[config.mk]
export PLATFORM = sky130hd
export DESIGN_NAME = lsu_ctrl
export DESIGN_NICKNAME = d
export VERILOG_FILES = /design/src/rtl/lsu_ctrl.sv
export SDC_FILE = /design/constraint.sdc
export NUM_CORES = 1
export LEC_CHECK = 0
export BUFFER_PORTS_ARGS = -buffer_cell sky130_fd_sc_hd__clkbuf_2
export CORE_UTILIZATION = 40
export CTS_BUF_LIST = sky130_fd_sc_hd__clkbuf_4 sky130_fd_sc_hd__clkbuf_8
export DETAILED_ROUTE_END_ITERATION = 8
export PLACE_DENSITY_LB_ADDON = 0.2
export SYNTH_ARGS = -nofsm -noshare
export SYNTH_HDL_FRONTEND = slang
export SYNTH_SLANG_ARGS = --single-unit
[constraint.sdc]
create_clock -name clk -period 3.1 [get_ports clk]
set_input_delay 0.155 -clock clk [delete_from_list [all_inputs] [get_ports clk]]
set_output_delay 0.155 -clock clk [all_outputs]
set_load 0.005 [all_outputs]
[src/rtl/lsu_ctrl.sv]
// lsu_ctrl: load/store unit controller between a core request port and a byte-addressed data memory.
// Latency: a legal request is handshaken at edge N, accessed in cycle N+1 and answered in cycle N+2.
//          An illegal request is answered in cycle N+1 with resp_err=1 and no memory access.
// Backpressure: req_ready is high only in IDLE, so one request is in flight at a time.
//               The response is held stable until resp_ready; the next request is taken a cycle later.
//
// Ports:
//   clk, rst                 : clock, synchronous active-high reset
//   req_*                    : core request (valid/ready, we, size, unsigned, addr, wdata)
//   resp_*                   : core response (valid/ready, rdata, err)
//   mem_*                    : memory port (addr, dataW, MemRW, MemSize, MemUnsigned, dataR)
//   busy                     : high whenever the FSM is not in IDLE
//
// Configuration macro: LSU_MISALIGN_TRAP_EN
//   defined   -> misaligned half/word accesses are rejected with resp_err
//   undefined -> misaligned accesses are passed straight to the byte-addressed memory
module lsu_ctrl #(
  parameter int ADDR_LIMIT = 131072
) (
  input  logic        clk,
  input  logic        rst,
  input  logic        req_valid,
  output logic        req_ready,
  input  logic        req_we,
  input  logic [1:0]  req_size,
  input  logic        req_unsigned,
  input  logic [31:0] req_addr,
  input  logic [31:0] req_wdata,
  output logic        resp_valid,
  input  logic        resp_ready,
  output logic [31:0] resp_rdata,
  output logic        resp_err,
  output logic [31:0] mem_addr,
  output logic [31:0] mem_dataW,
  output logic        mem_MemRW,
  output logic [1:0]  mem_MemSize,
  output logic        mem_MemUnsigned,
  input  logic [31:0] mem_dataR,
  output logic        busy
);

  localparam logic [32:0] LIMIT33 = 33'(ADDR_LIMIT);

  typedef enum logic [1:0] {
    S_IDLE   = 2'd0,
    S_ACCESS = 2'd1,
    S_RESP   = 2'd2
  } state_t;

  state_t      r_state;
  state_t      w_next;

  logic        r_we;
  logic [1:0]  r_size;
  logic        r_uns;
  logic [31:0] r_addr;
  logic [31:0] r_wdata;
  logic [31:0] r_rdata;
  logic        r_err;

  logic        w_hs;
  logic        w_illegal;
  logic        w_misalign;
  logic [2:0]  w_nbytes;
  logic [32:0] w_last;

  // ---------------------------------------------------------------------------
  // Request legality
  // ---------------------------------------------------------------------------
  always_comb begin
    w_nbytes = 3'd4;
    case (req_size)
      2'b00:   w_nbytes = 3'd1;
      2'b01:   w_nbytes = 3'd2;
      default: w_nbytes = 3'd4;
    endcase
  end

  // Last byte touched, kept in 33 bits so an access that wraps past 2^32 is
  // seen as out of range rather than as a small address.
  assign w_last = {1'b0, req_addr} + {30'b0, w_nbytes} - 33'd1;

`ifdef LSU_MISALIGN_TRAP_EN
  assign w_misalign = ((req_size == 2'b01) && req_addr[0]) ||
                      ((req_size == 2'b10) && (req_addr[1:0] != 2'b00));
`else
  assign w_misalign = 1'b0;
`endif

  assign w_illegal = (req_size == 2'b11) || (w_last >= LIMIT33) || w_misalign;
  assign w_hs      = req_valid && req_ready;

  // ---------------------------------------------------------------------------
  // FSM: state register
  // ---------------------------------------------------------------------------
  always_ff @(posedge clk) begin
    if (rst) begin
      r_state <= S_IDLE;
    end else begin
      r_state <= w_next;
    end
  end

  // ---------------------------------------------------------------------------
  // FSM: next state
  // ---------------------------------------------------------------------------
  always_comb begin
    w_next = r_state;
    case (r_state)
      S_IDLE: begin
        if (w_hs) begin
          w_next = w_illegal ? S_RESP : S_ACCESS;
        end
      end
      S_ACCESS: w_next = S_RESP;
      S_RESP: begin
        if (resp_ready) begin
          w_next = S_IDLE;
        end
      end
      default: w_next = S_IDLE;
    endcase
  end

  // ---------------------------------------------------------------------------
  // FSM: outputs
  // ---------------------------------------------------------------------------
  always_comb begin
    req_ready  = 1'b0;
    resp_valid = 1'b0;
    busy       = 1'b1;
    mem_MemRW  = 1'b0;
    case (r_state)
      S_IDLE: begin
        req_ready = 1'b1;
        busy      = 1'b0;
      end
      // Gated by rst so a reset landing on the ACCESS cycle kills the write
      // edge that would otherwise coincide with the reset edge.
      S_ACCESS: mem_MemRW = r_we && !rst;
      S_RESP:   resp_valid = 1'b1;
      default: begin
        req_ready  = 1'b0;
        resp_valid = 1'b0;
      end
    endcase
  end

  // ---------------------------------------------------------------------------
  // Request latch and response capture
  // ---------------------------------------------------------------------------
  always_ff @(posedge clk) begin
    if (rst) begin
      r_we    <= 1'b0;
      r_size  <= 2'b00;
      r_uns   <= 1'b0;
      r_addr  <= 32'h0;
      r_wdata <= 32'h0;
      r_rdata <= 32'h0;
      r_err   <= 1'b0;
    end else begin
      if (w_hs) begin
        r_we    <= req_we;
        r_size  <= req_size;
        r_uns   <= req_unsigned;
        r_addr  <= req_addr;
        r_wdata <= req_wdata;
        r_err   <= w_illegal;
        r_rdata <= 32'h0;
      end
      // Loads take the memory's combinational read data on the way out of
      // ACCESS; stores leave the zero written at the handshake.
      if ((r_state == S_ACCESS) && !r_we) begin
        r_rdata <= mem_dataR;
      end
    end
  end

  assign resp_rdata      = r_rdata;
  assign resp_err        = r_err;
  assign mem_addr        = r_addr;
  assign mem_dataW       = r_wdata;
  assign mem_MemSize     = r_size;
  assign mem_MemUnsigned = r_uns;

endmodule

==> summary by stage, run 1 <==
Route
The routed layout has 6,148 vias. The number of DRC violations after detailed routing is 0. The first routing iteration left 354 violations. The post-route antenna net violation count is 0. The total wire length after detailed routing is 17,300 µm.

After detailed routing, the number of vias per cell comes to 5.18. For this run, the detailed router's first-pass iteration total came to 4. The wire length per cell is 14.6 µm.

Setup path
At the worst endpoint, the required time is 3.38 ns. The largest driver fanout on the critical path is 4. The kind of critical path is in2reg. The data arrival time of the critical path is 3.37 ns. The worst setup path is captured at a flip-flop. STA classifies the critical path startpoint as an input port.

Timing
The clock period minus final worst setup slack is 3.10 ns. Across the routed clock network, the largest skew measured is 0.00779 ns. Setup repair after global routing could not meet its margin everywhere. The max-slew violation count is 0. Once routing completed, OpenROAD measured the worst setup slack at 0.00167 ns. For this run, the top clock speed supported by timing is 323 MHz.

For the pin with the worst max-slew slack, the measured transition is 0.963 ns. Setup violations remaining at the end of the flow were counted as 0. The fraction of the cycle the final worst path needs is 99.9%. The final-report hold violation count came to 0. The worst pin sits at a relative slew slack of 35.6%.

Logic synthesis
The average instance in the mapped netlist occupies 7.72 µm². Yosys mapped the design onto 77 distinct sky130hd cell types. The area of the mapped netlist is 5880 µm².

In this run, synthesis inferred 0 flip-flops with an integrated enable. The area share of the largest cell type after synthesis is 35.1%. The total number of yosys warnings is 0.

The share of flip-flops with an asynchronous set or reset after synthesis is 0%. Of the synthesized area, sequential elements account for 35.1%. The synthesized design contains 103 register bits. In the synthesized netlist, the number of instances is 761. Ranked by total cell area, the synthesized netlist is headed by dfxtp_1 35%, nand2_1 11%, a21oi_1 8.6%, ha_1 7.2%, a22oi_1 4.1%. dfxtp_1 takes more of the synthesized area than any other cell. The post-synth net total is 900.

The most used flip-flop cell after synthesis is dfxtp_1.

Power and ir drop
The leakage component of the power is 3.54 nW. The worst voltage drop across the vdd grid is 0.000212 V. The total power of the final layout is 3.15 mW. The power density of the placed cells is 405 nW/µm².

Run
The tool flagged a number of max-cap violations equal to 0.

CTS
CTS built an H-tree with a depth of 3. The TritonCTS clock tree is built. The TritonCTS sink count is 103. The cell at the root of the clock tree is clkbuf_8. The maximum root-to-sink buffer count is 2. The clock-pin transition on the worst setup and hold timing paths is 0.10 ns. Clock tree synthesis inserted a total of 9 buffers. At the later pin of the worst-skew pair, clock insertion delay measures 0.36 ns.

Global routing
Entering global routing, the biggest net connects 60 pins. The initial antenna violation count is 0. The global router's overall resource usage is 22.2%. The first global-routing pass estimated 27,000 µm of wire.

The via count of the first global-routing pass is 5,590. Summed over all layers, the global routing overflow is 0.

Layout
From synthesis to final layout, the design area changed by 32.2%. The total inserted antenna cells is 0. The fraction of the core area covered by cells at the end of the flow is 55.1%.

The summed area of non-filler cells in the final layout is 7770 µm². For this run, the number of standard cells in the final layout without fillers is 1,187. The ratio of cells with drive above 1 in the final layout is 30.6%.

The number of nets in the finished design is 1,142.

Place
The HPWL after detailed placement is 12,700 µm. Prior to clock tree synthesis, the placed netlist has a worst setup slack of -0.354 ns. In this run the cell area measured after placement is 7160 µm². After detailed placement, the design holds a cell count of 1,134. Buffers placed on the I/O ports in this run total 207. The congestion estimate from routability-driven global placement came to 0.976.

Floorplanning
The die extent in x is 123 µm. The core footprint is 14,100 µm². The die covers 15,200 µm². The die boundary height is 123 µm. The initial cell density of the core is 41.7%. The number of I/O pins is 208. The floorplan has 43 rows.

Run status
The flow ran to the end, and the final reports show no timing, DRC or antenna violations.

Min path
The worst hold path belongs to the class in2reg.
-- worst max-delay path, stage by stage --
cell and delay (ns):
buf_6 0.09, or2_4 0.24, ha_4 0.16, inv_4 0.05, ha_4 0.13, inv_2 0.03
fa_2 0.31, nand2b_4 0.16, a21oi_4 0.21, o2111ai_4 0.17, a2111oi_4 0.39, o221a_2 0.27
o221ai_2 0.10, or4_4 0.52, nor3_2 0.17, nor4b_2 0.20
-- flip-flops by register name, indices dropped and copies added (netlist names) --
signal	flops
mem_addr	32
mem_dataW	32
resp_rdata	32
mem_MemSize	2
r_state	2
mem_MemUnsigned	1
r_we	1
resp_err	1
-- cells in the final DEF, fill, tap and decap left out, types with 4 or more instances in the layout --
cell type,Yosys,final
a22oi_1,32,32
o21a_1,6,6
o2111ai_1,5,5
o21ai_0,10,10
ha_1,34,31
buf_4,3,37
dfxtp_1,103,103
a21oi_1,101,101
a211oi_1,4,4
o21ai_1,10,10
nand4_1,12,12
a21oi_2,6,6
nor3_1,8,7
nand2b_1,5,5
dlygate4sd3_1,0,35
nand3_1,7,7
xnor2_1,5,5
nor4_1,4,4
nand2_1,170,170
clkbuf_2,0,204
inv_1,48,44
nor2_1,61,59
clkbuf_8,2,9
o211ai_1,10,10
-- metal layers --
layer,GRT usage [%],up-vias,wire [µm]
met4,7.98,0,476
met3,4.61,34,1120
met5,0,-,0
met2,36.1,209,7900
li1,-,3113,-
met1,28.9,2792,7800
-- Yosys cell counts (5+ instances only) --
cell and number:
a21oi_1 101, a21oi_2 6, a22oi_1 32, buf_6 7, clkbuf_1 30, dfxtp_1 103, ha_1 34, inv_1 48
nand2_1 170, nand2b_1 5, nand3_1 7, nand4_1 12, nor2_1 61, nor3_1 8, o2111ai_1 5, o211ai_1 10
o21a_1 6, o21ai_0 10, o21ai_1 10, xnor2_1 5
-- stage by stage --
step | hold WS, ns | TNS (ns)
after floorplan | 0.291 | -0.0222
after global placement | 0.379 | -0.794
after detailed placement | 0.383 | -0.935
after CTS | 0.00401 | 0
after global routing | 0.0118 | -0.177
final | 0.0241 | 0
-- path summary, 6_finish.rpt --
path / start / end / slack (ns) / cells past startpoint
worst max-delay path: req_size[0] / r_state[0]$_SDFFE_PP0P_ / 0.002 / 16
worst min-delay path: req_addr[0] / mem_addr[0]$_SDFFE_PP0P_ / 0.02 / 3
worst max register to register: r_state[1]$_SDFFE_PP0P_ / mem_addr[17]$_SDFFE_PP0P_ / 1.01 / 5
worst min register to register: mem_dataW[17]$_SDFFE_PP0P_ / mem_dataW[17]$_SDFFE_PP0P_ / 0.46 / 2
-- power by group --
part           internal (mW)  switching (mW)
Sequential              1.38          0.0276
Clock                  0.383           0.485
Combinational          0.374           0.500
-- cells by family (layout without fill, tap and decap cells) --
group	count (synthesis)	in the layout	synth area share (%)
flip-flops	103	103	35.1
AO/OA/AOI/OAI	218	218	25.1
AND/OR/NAND/NOR	300	300	23.0
adder cells (fa/ha/maj)	35	35	7.58
XOR/XNOR	6	6	0.894
buffers and inverters	95	341	7.64
multiplexers	4	4	0.745
-- final cells by class --
| cell class | instances | area [µm²] |
|---|---|---|
| clock inverters | 6 | 80.1 |
| flip-flops and latches | 103 | 2060 |
| well taps | 180 | 225 |
| clock buffers | 9 | 124 |
| repair buffers | 278 | 1670 |
| inverters | 48 | 183 |
| fillers | 1419 | 6330 |
| multi-input cells | 563 | 3420 |
-- repair_timing --
action,in CTS,in global routing
hold buffers,35,0
resized for setup,0,8
endpoints found under the setup margin,0,3
hold endpoints to repair,35,0
buffers inserted,0,3
Power figures use the tool's default switching activity.
==> run 2: changes to the inputs <==
--- a/config.mk
+++ b/config.mk
@@ -9,7 +9,9 @@
 export CORE_UTILIZATION = 40
 export CTS_BUF_LIST = sky130_fd_sc_hd__clkbuf_4 sky130_fd_sc_hd__clkbuf_8
 export DETAILED_ROUTE_END_ITERATION = 8
+export GPL_ROUTABILITY_DRIVEN = 0
 export PLACE_DENSITY_LB_ADDON = 0.2
 export SYNTH_ARGS = -nofsm -noshare
 export SYNTH_HDL_FRONTEND = slang
 export SYNTH_SLANG_ARGS = --single-unit
+export TNS_END_PERCENT = 5
==> constraint.sdc (replaced) <==
create_clock -name clk -period 3.1 [get_ports clk]
set_input_delay 0.155 -clock clk [delete_from_list [all_inputs] [get_ports clk]]
set_output_delay 0.155 -clock clk [all_outputs]
set_load 0.01 [all_outputs]
==> run 2 against run 1 <==
Via count is 1.1% higher. Flip-flop and latch count unchanged. Combinational power increased by 4.9%. Sequential share of layout area down 0.73 points. First-iteration DRC count stayed put. Register-to-register slack improved by 0.31 ns. Routed wire length down 0.18%. Core utilization is 1.6 points higher. Global-route usage is 0.31 points lower. Die area unchanged. Highest routed layer unchanged.
==> summary by stage, run 2 (synthesis gave the netlist of run 1 again) <==
Run status
The flow ran to the end, and the final reports show no timing, DRC or antenna violations.

CTS
The number of H-tree levels came to 3 (unchanged). TritonCTS built the clock tree. The cell at the root of the clock tree is clkbuf_8. The maximum root-to-sink buffer count was 2 (unchanged). The later-pin clock latency in the skew report was 0.38 ns (+0.02 ns). The clock-pin transition on the worst setup and hold timing paths was 0.11 ns (about the same).

The total clock buffers created by CTS is 9 (unchanged). The TritonCTS sink count is 103 (unchanged).

Timing
The transition at the pin with the smallest max-transition slack is 0.877 ns (-0.0862 ns). The clock period minus final worst setup slack was 3.07 ns (-0.0250 ns). The tightest slew margin relative to the limit is 41.5% (+6.0 points). The final-report hold violation count is 0 (unchanged). The maximum frequency from static timing analysis is 325 MHz (+0.81%). Setup repair after global routing could not meet its margin everywhere.

The number of endpoints failing setup at the final stage came to 0 (unchanged). The fraction of the cycle the final worst path needs is 99.1% (-0.81 points). The worst setup skew after layout is 0.0204 ns (+0.0126 ns). The summed negative setup slack over all endpoints is 0 ns (unchanged). The worst path setup slack after routing was 0.0267 ns (+0.0250 ns). The max-slew violation count is 0 (unchanged).

Layout
The final-layout fill cell count is 1,365 (-3.8%). The area overhead of the layout relative to synthesis is 36.0%. The total inserted antenna cells is 0 (unchanged). The top cell types in the final layout, fill and taps aside, are 204 x clkbuf_2, 170 x nand2_1, 103 x dfxtp_1. The number of nets in the finished design came to 1,156 (+1.2%).

The library cell used most frequently in the layout, excluding fill and tap cells, is clkbuf_2. The summed area of non-filler cells in the final layout is 7990 µm² (+2.8%). The ratio of cells with drive above 1 in the final layout is 30.0% (-0.55 points).

Power and ir drop
The internal portion of total power is 2.10 mW (-1.9%). The power density of the placed cells came to 399 nW/µm² (-1.5%). The total power of the final layout is 3.19 mW (+1.3%). The power share of the clock group came to 27.1% (-0.5 points). The net switching component of the power is 1.09 mW (+7.9%). The leakage component of the power was 3.60 nW (+1.9%).

The sequential cell fraction of total power is 44.1% (-0.6 points). The worst voltage drop across the vdd grid is 0.000218 V (+3.3%). The switching part of the total is 34.3% (+2.1 points). The part of the total power dissipated in combinational logic is 28.8% (+1.0 points).

Run
The number of max-cap violations is 0 (unchanged).

Route
The number of DRC violations after detailed routing was 0 (unchanged). The wire length on met3 came to 1150 µm (+2.3%). The vias per cell is 5.17 (-0.19%). The detailed-routing iteration count for the pre-antenna-repair pass is 5 (+1). The highest metal layer with signal wires is met4. The total number of vias is 6,214 (+1.1%). The detailed-routed wire length on met2 is 7820 µm (-1.0%). The total wire length after detailed routing came to 17,300 µm (-0.18%).

The number of DRC violations after detailed-routing iteration 0 is 354 (unchanged). The routed metal-1 wirelength is 7790 µm (-0.13%). The post-route antenna net violation count came to 0 (unchanged). The wire length per cell is 14.4 µm (-1.4%).

Global routing
The global-route congestion overflow total is 0 (unchanged). The via count of the first global-routing pass was 5,634 (+0.79%). The first-pass GRT wire length is 26,700 µm (-0.87%). The maximum number of pins on one net before global-route repair is 83 (+38%). The initial antenna violation count is 0 (unchanged). The global router's overall resource usage was 21.9% (-0.31 points).

Min path
The cell depth of the worst hold path came to 3 (unchanged). The type of the worst min-delay path is in2reg.

Setup path
The nature of the critical path endpoint is a flip-flop. The path length in cells of the critical path was 13 (-3). The largest driver fanout on the critical path is 9 (+5).

Broken down by cell family, the worst path's largest delay share belongs to simple AND/OR/NAND/NOR gates. The destination of the critical timing path is resp_err$_SDFFE_PP0P_. The critical path startpoint is req_addr[30].

The startpoint type of the worst setup path is an input port. The critical path's largest stage delay is 0.56 ns (+0.04 ns). The required time reported for the critical path endpoint is 3.32 ns (-0.06 ns). The worst register-to-register path ends at resp_rdata[5]$_SDFFE_PP0P_. The data arrival time of the critical path is 3.29 ns (-0.08 ns). The reg2reg setup slack is 1.32 ns (+0.31 ns). The depth of the worst register-to-register path was 6 (+1).

The number of buffers and inverters on the critical path is 3 (unchanged). The startpoint of the worst register-to-register path is r_state[1]$_SDFFE_PP0P_. Traced cell by cell, the critical path runs through dlygate4sd3_1 -> clkbuf_2 -> inv_1 -> ha_1 -> or3b_1 -> o2111ai_1 -> nor4_1 -> nand4_1 -> a2111oi_2 -> nand3_1 -> or4_4 -> o41ai_2 -> a21oi_1. The critical path in this run is classified as in2reg. The slowest stage of the critical path is the or4_4 cell.

Place
The standard cell area after detailed placement came to 7130 µm² (-0.45%). The half-perimeter wire length after detailed placement was 12,500 µm (-1.3%). The pre-CTS setup slack came to -0.386 ns (-0.0320 ns). The number of buffers added on ports is 207 (unchanged).

Floorplanning
The number of I/O pins came to 208 (unchanged). The die boundary height was 123 µm (unchanged). The die extent in x is 123 µm (unchanged). The initial cell density of the core is 41.7% (unchanged). The core footprint was 14,100 µm² (unchanged). The floorplan die area is 15,200 µm² (unchanged). The site row count is 43 (unchanged).
run 2: worst min-delay path: cells and delay by family:
kind                   cells  cell delay [ns]
AND/OR/NAND/NOR            1             0.06
AO/OA/AOI/OAI              1             0.05
buffers and inverters      1             0.09
run 2: cell type report:
| type | instances | area, µm² | share of cell area (%) |
|---|---|---|---|
| Clock buffer | 9 | 124 | 1.55 |
| Clock inverter | 7 | 91.3 | 1.14 |
| Inverter | 48 | 180 | 2.26 |
| Multi-Input combinational cell | 563 | 3460 | 43.3 |
| Sequential cell | 103 | 2060 | 25.8 |
| Tap cell | 180 | 225 | 2.82 |
| Timing Repair Buffer | 292 | 1850 | 23.2 |
run 2: repair_timing:
action / CTS / global route
hold buffers: 58 / 0
hold endpoints to repair: 58 / 0
resized for setup: 0 / 19
endpoints found under the setup margin: 0 / 3
setup buffers: 0 / 0
run 2: metal layers:
metal,up-vias,global-route usage (%)
met1,2819,28.5
met2,220,35.1
met3,33,4.47
met5,-,0
li1,3142,-
met4,0,8.96
run 2: power by group through the flow:
stage	combinational (mW)	clock (mW)	sequential, mW
finish	0.917	0.865	1.41
floorplan	0.532	0	1.46
global placement	0.834	0	1.44
detailed placement	0.834	0	1.44
global route	1.01	0.954	1.42
CTS	0.896	0.902	1.41
run 2: per-stage QoR:
step	util [%]	hold WS [ns]	cells
2_1_floorplan	-	0.291	761
3_3_place_gp	50.6	0.379	1128
3_5_place_dp	50.6	0.385	1128
4_1_cts	56.2	0.000166	1202
5_1_grt	56.7	0.00485	1202
6_report	56.7	0.0197	1202
run 2: worst min path at each step:
stage,to,slack (ns),from
4_1_cts,resp_rdata[12]$_SDFFE_PP0P_,0.0002,mem_dataR[12]
3_3_place_gp,mem_MemUnsigned$_SDFFE_PP0P_,0.38,req_unsigned
3_5_place_dp,mem_dataW[7]$_SDFFE_PP0P_,0.38,req_wdata[7]
6_report,mem_addr[2]$_SDFFE_PP0P_,0.02,req_addr[2]
5_1_grt,resp_rdata[2]$_SDFFE_PP0P_,0.005,mem_dataR[2]
2_1_floorplan,r_we$_SDFFE_PP0P_,0.29,req_we
